File: src/rtl/muldiv_sequencer.sv
// ============================================================================
//  Module   : muldiv_sequencer
//  Purpose  : Iterative RV32M multiply/divide sequencer (shift-add multiply,
//             restoring divide). Optional build macro: MULDIV_ZERO_SKIP_EN.
//  Revision : 1.0 - initial release
// ============================================================================
`default_nettype none

module muldiv_sequencer #(
    parameter int XLEN = 32
) (
    input  logic            clk,
    input  logic            reset,
    input  logic            start,
    input  logic            kill,
    input  logic [2:0]      Funct3,
    input  logic [XLEN-1:0] SrcA,
    input  logic [XLEN-1:0] SrcB,
    output logic            busy,
    output logic            done,
    output logic [XLEN-1:0] Result
);

    localparam int c_CNT_W = $clog2(XLEN);

    typedef enum logic [1:0] {
        S_IDLE = 2'd0,
        S_CALC = 2'd1,
        S_FIX  = 2'd2,
        S_DONE = 2'd3
    } state_t;

    state_t                r_state, w_state_next;
    logic [2:0]            r_f3;
    logic                  r_neg;
    logic [c_CNT_W-1:0]    r_cnt;
    logic [XLEN-1:0]       r_op;
    logic [2*XLEN-1:0]     r_acc;

    logic                  w_accept, w_is_div, w_signed_a, w_signed_b;
    logic                  w_neg_a, w_neg_b, w_div0, w_ovf, w_zskip, w_bypass;
    logic [XLEN-1:0]       w_mag_a, w_mag_b, w_bypass_val;
    logic [XLEN:0]         w_sum;
    logic [XLEN:0]         w_shift;
    logic [XLEN+1:0]       w_trial;
    logic [2*XLEN-1:0]     w_mul_next, w_div_next, w_prod;
    logic [XLEN-1:0]       w_quo, w_rem, w_fix;

    // ---------------- operand decode at start ----------------
    assign w_accept   = (r_state == S_IDLE) && start && !kill;
    assign w_is_div   = Funct3[2];
    assign w_signed_a = (Funct3 == 3'b001) || (Funct3 == 3'b010) ||
                        (Funct3 == 3'b100) || (Funct3 == 3'b110);
    assign w_signed_b = (Funct3 == 3'b001) || (Funct3 == 3'b100) || (Funct3 == 3'b110);
    assign w_neg_a    = w_signed_a && SrcA[XLEN-1];
    assign w_neg_b    = w_signed_b && SrcB[XLEN-1];
    assign w_mag_a    = w_neg_a ? -SrcA : SrcA;
    assign w_mag_b    = w_neg_b ? -SrcB : SrcB;

    assign w_div0 = w_is_div && (SrcB == '0);
    assign w_ovf  = w_is_div && !Funct3[0] && (SrcA == {1'b1, {(XLEN-1){1'b0}}}) &&
                    (SrcB == '1);
`ifdef MULDIV_ZERO_SKIP_EN
    assign w_zskip = !w_is_div && ((SrcA == '0) || (SrcB == '0));
`else
    assign w_zskip = 1'b0;
`endif
    assign w_bypass = w_div0 || w_ovf || w_zskip;

    // Funct3[1] separates REM/REMU from DIV/DIVU
    always_comb begin
        w_bypass_val = '0;
        if (w_div0)
            w_bypass_val = Funct3[1] ? SrcA : '1;
        else if (w_ovf)
            w_bypass_val = Funct3[1] ? '0 : SrcA;
    end

    // ---------------- iteration datapath ----------------
    assign w_sum      = {1'b0, r_acc[2*XLEN-1:XLEN]} + (r_acc[0] ? {1'b0, r_op} : '0);
    assign w_mul_next = {w_sum, r_acc[XLEN-1:1]};

    assign w_shift    = {r_acc[2*XLEN-1:XLEN], r_acc[XLEN-1]};
    assign w_trial    = {1'b0, w_shift} - {2'b00, r_op};
    assign w_div_next = w_trial[XLEN+1] ? {w_shift[XLEN-1:0], r_acc[XLEN-2:0], 1'b0}
                                        : {w_trial[XLEN-1:0], r_acc[XLEN-2:0], 1'b1};

    assign w_prod = r_neg ? -r_acc : r_acc;
    assign w_quo  = r_neg ? -r_acc[XLEN-1:0] : r_acc[XLEN-1:0];
    assign w_rem  = r_neg ? -r_acc[2*XLEN-1:XLEN] : r_acc[2*XLEN-1:XLEN];

    always_comb begin
        w_fix = '0;
        if (r_f3[2])
            w_fix = r_f3[1] ? w_rem : w_quo;
        else
            w_fix = (r_f3[1:0] == 2'b00) ? w_prod[XLEN-1:0] : w_prod[2*XLEN-1:XLEN];
    end

    // ---------------- control FSM ----------------
    always_ff @(posedge clk or negedge reset) begin
        if (!reset) r_state <= S_IDLE;
        else        r_state <= w_state_next;
    end

    always_comb begin
        w_state_next = r_state;
        busy         = (r_state != S_IDLE);
        done         = (r_state == S_DONE) && !kill;
        case (r_state)
            S_IDLE: if (w_accept) w_state_next = w_bypass ? S_DONE : S_CALC;
            S_CALC: if (r_cnt == '0) w_state_next = S_FIX;
            S_FIX:  w_state_next = S_DONE;
            S_DONE: w_state_next = S_IDLE;
            default: w_state_next = S_IDLE;
        endcase
        if (kill) w_state_next = S_IDLE;
    end

    always_ff @(posedge clk or negedge reset) begin
        if (!reset) begin
            r_f3   <= '0;
            r_neg  <= 1'b0;
            r_cnt  <= '0;
            r_op   <= '0;
            r_acc  <= '0;
            Result <= '0;
        end else if (w_accept) begin
            r_f3   <= Funct3;
            // quotient/product take signA^signB, remainder takes signA
            r_neg  <= (w_is_div && Funct3[1]) ? w_neg_a : (w_neg_a ^ w_neg_b);
            r_cnt  <= c_CNT_W'(XLEN - 1);
            r_op   <= w_is_div ? w_mag_b : w_mag_a;
            r_acc  <= {{XLEN{1'b0}}, (w_is_div ? w_mag_a : w_mag_b)};
            if (w_bypass) Result <= w_bypass_val;
        end else if (!kill) begin
            if (r_state == S_CALC) begin
                r_acc <= r_f3[2] ? w_div_next : w_mul_next;
                if (r_cnt != '0) r_cnt <= r_cnt - 1'b1;
            end
            if (r_state == S_FIX) Result <= w_fix;
        end
    end

endmodule

`default_nettype wire
File: config.mk
export PLATFORM = sky130hd
export DESIGN_NAME = muldiv_sequencer
export DESIGN_NICKNAME = d
export VERILOG_FILES = /design/src/rtl/muldiv_sequencer.sv
export SDC_FILE = /design/constraint.sdc
export NUM_CORES = 1
export LEC_CHECK = 0
export BUFFER_PORTS_ARGS = -buffer_cell sky130_fd_sc_hd__buf_2
export CORE_MARGIN = 1.5
export CORE_UTILIZATION = 45
export CTS_CLUSTER_DIAMETER = 200
export DETAILED_ROUTE_END_ITERATION = 12
export PLACE_DENSITY_LB_ADDON = 0.3
export RECOVER_POWER = 25
export SYNTH_ARGS = -nofsm -noshare
export SYNTH_HDL_FRONTEND = slang
export SYNTH_SLANG_ARGS = --single-unit
File: constraint.sdc
create_clock -name clk -period 7.2 [get_ports clk]
set_input_delay 0.36 -clock clk [delete_from_list [all_inputs] [get_ports clk]]
set_output_delay 0.36 -clock clk [all_outputs]
set_load 0.005 [all_outputs]
==> results.toml <==
[final_layout]
antennaDiodeCount = 0
syn2layout_area_growth_pct = 9.07
fillers = 3188
final_layout_size_suffix_gt1_frac = 0.103
nets = 2124

[drt]
ant_nets = 0
num_vias = 15500
first_pass_iters = 6
drt_iter0_drc = 1794
vias_per_cell = 6.39
wire_per_inst_um = 23.4
wirelength_mm = 56.6
drc_errors = 0

[clock_network]
cts.sinks = 139
cts_hold_buf = 0
cts_root_buffer = "clkbuf_16"
cts_tree = "done"
cts_buffers = 17
ctsResizeCount = 0
clk_pin_slew_ns = 0.07
cts_buffer_depth = 2
cts_setup_buffers = 0
h-tree-depth = 4
clk_latency_ns = 0.45

[grt]
grt_overflow = 0
grt_pass1_vias = 14000
antenna_found_initial = 0
grtUsageTotal = 0.335
grt_max_degree = 108
grt_first_pass_wirelength_mm = 85.3

[min_path]
hold_path_class = "input port to asynchronous set/reset pin"

[logic_synthesis]
synth_ff_type = "dfrtp_1"
yosysMostFrequentCell = "nand2_1"
synth.top_cell.area_share = 0.237
ys_types = 85
yosys-top-cells-area = "dfrtp_1 24%, ha_1 6.5%, a21oi_1 6.3%"
netlist_instances = 1967
ys_ff_latch = 139
yosys.area.top_type = "dfrtp_1"
post_synth.cell_area_avg_um2 = 7.47
synth_warnings = 0
syn_area_um2 = 14700
yosysSeqAreaShare = 0.237
synth_nets = 2116
synth_edf_count = 0
synthTopCellsByCount = "203 x nand2_1, 200 x nor2_1, 185 x a21oi_1"
synth-async-reset-ratio = 1.00

[sta]
post-route-period-util = 0.607
setup_ws_ns = 2.83
finalSetupViolations = 0
finalSetupTns_ns = 0
finClkSkew_ns = 0.0103
fmax_mhz = 229
worst_pin_slew_ns = 1.08
period_needed_ns = 4.37
hold_viol = 5
rsz0062_at_grt = "no"
slew_viol_final = 0
whs_ns = -0.0211
relSlewSlack = 0.282

[critical_path]
required_ns = 7.49
end_kind = "flop"
critPathKind = "flop to flop"
cp.arrival_ns = 4.66
critPathLaunchType = "flop"
crit_path_max_fanout = 24

[die]
fp.dieW_um = 184
start_util = 0.461
die_h_um = 184
rows = 65
coreArea_um2 = 31900
io_pins = 105
die_area_um2 = 33700

[pwr]
leakage_nw = 6.84
p_switching_mw = 4.43
seq_power_share = 0.209
power_frac_comb = 0.672
power.share.clock = 0.119
internal_power_mw = 3.73
p_sw_frac = 0.543
ir_drop_v = 0.000223
p_per_area_nw_per_um2 = 509

[job]
drv_cap = 0

[placed_design]
pre_cts_ws_ns = 2.82
gp_congestion = 1.03
hpwlAfterDp_mm = 43.4
io_buffers = 104

[run_status]
status = "finished with violations"
violations = "hold timing"
cell usage in the layout (no fill, tap or decap), types with 19 or more instances in the layout:
master | Yosys | layout
nand2_1 | 203 | 203
nor2_1 | 200 | 197
a21oi_1 | 185 | 185
o21ai_0 | 176 | 176
dfrtp_1 | 139 | 137
xnor2_1 | 104 | 104
buf_2 | 7 | 103
xor2_1 | 85 | 85
ha_1 | 76 | 76
inv_1 | 72 | 72
mux2i_1 | 59 | 59
nor3_1 | 44 | 44
o31ai_1 | 36 | 36
nand3_1 | 31 | 31
a211oi_1 | 30 | 30
a21o_1 | 30 | 30
o211ai_1 | 25 | 25
o41ai_1 | 21 | 21
nand4_1 | 20 | 20
or3_1 | 20 | 20
a22oi_1 | 20 | 20
buf_4 | 0 | 19
routing by layer:
layer	GRT usage	vias up	wire, um
met4	0.144	0	2450
met1	0.472	7325	24200
met5	0	-	0
met2	0.482	862	23600
li1	-	7140	-
met3	0.0836	148	6370
worst paths after layout:
kind                            slack, ns  startpoint   endpoint  cells after the start
worst min-delay path                -0.02       reset   r_cnt[0]                      1
worst max register to register       2.83    r_acc[0]  r_acc[61]                     14
worst max-delay path                 2.83    r_acc[0]  r_acc[61]                     14
max in group asynchronous            5.90       reset   r_acc[8]                      2
min in group clk                     0.20   Funct3[0]    r_f3[0]                      3
worst min register to register       0.48   Result[9]  Result[9]                      2
metrics by stage:
| step | power, mW | hold slack, ns | util | area [um^2] | instances |
|---|---|---|---|---|---|
| final | 8.16 | -0.0211 | 0.503 | 16000 | 2423 |
| after global routing | 8.69 | 0.0717 | 0.503 | 16000 | 2423 |
| after CTS | 8.00 | 0.0528 | 0.503 | 16000 | 2423 |
| after detailed placement | 7.00 | 0.465 | 0.483 | 15400 | 2391 |
| after global placement | 6.96 | 0.459 | 0.483 | 15400 | 2391 |
| after floorplan | 5.38 | 0.0644 | - | 14700 | 1967 |
logic make-up (layout without fill, tap and decap cells):
group,count (synthesis),in the layout,synth area share
AO/OA/AOI/OAI,653,653,0.278
adder cells (fa/ha/maj),78,78,0.0674
buffers and inverters,208,229,0.0548
AND/OR/NAND/NOR,627,627,0.199
XOR/XNOR,189,189,0.113
flip-flops,139,139,0.237
multiplexers,73,73,0.0519
state kept, by name, summed over array words and instances (netlist names):
register,flops
r_f3,3
r_acc,64
r_cnt,5
r_state,2
r_neg,1
r_op,32
Result,32
power groups by stage:
stage | clock, mW | sequential (mW) | combinational, mW
finish | 0.971 | 1.70 | 5.48
global placement | 0 | 1.67 | 5.28
detailed placement | 0 | 1.68 | 5.32
floorplan | 0 | 1.35 | 4.02
global route | 1.01 | 1.73 | 5.95
CTS | 0.974 | 1.67 | 5.35
layout make-up:
| cell class | count | area (um^2) | share of cell area |
|---|---|---|---|
| clock buffer | 19 | 443 | 0.0276 |
| clock inverter | 13 | 181 | 0.0113 |
| inverter | 74 | 278 | 0.0173 |
| multi-input combinational | 1620 | 10400 | 0.651 |
| sequential | 139 | 3480 | 0.217 |
| tap | 435 | 544 | 0.0340 |
| timing repair buffer | 123 | 669 | 0.0418 |
worst max-delay path, cell delays in order (launching register included):
cell,delay [ns]
dfrtp_1,0.47
inv_1,0.35
buf_4,0.37
nor2_1,0.09
ha_1,0.40
nand4_1,0.16
a21oi_1,0.14
o21ai_0,0.12
o21ai_0,0.41
a31oi_1,0.23
o21ai_0,0.63
a31oi_1,0.31
o2111ai_1,0.25
o31a_1,0.18
o211ai_1,0.09
(Power assumes the default switching activity.)
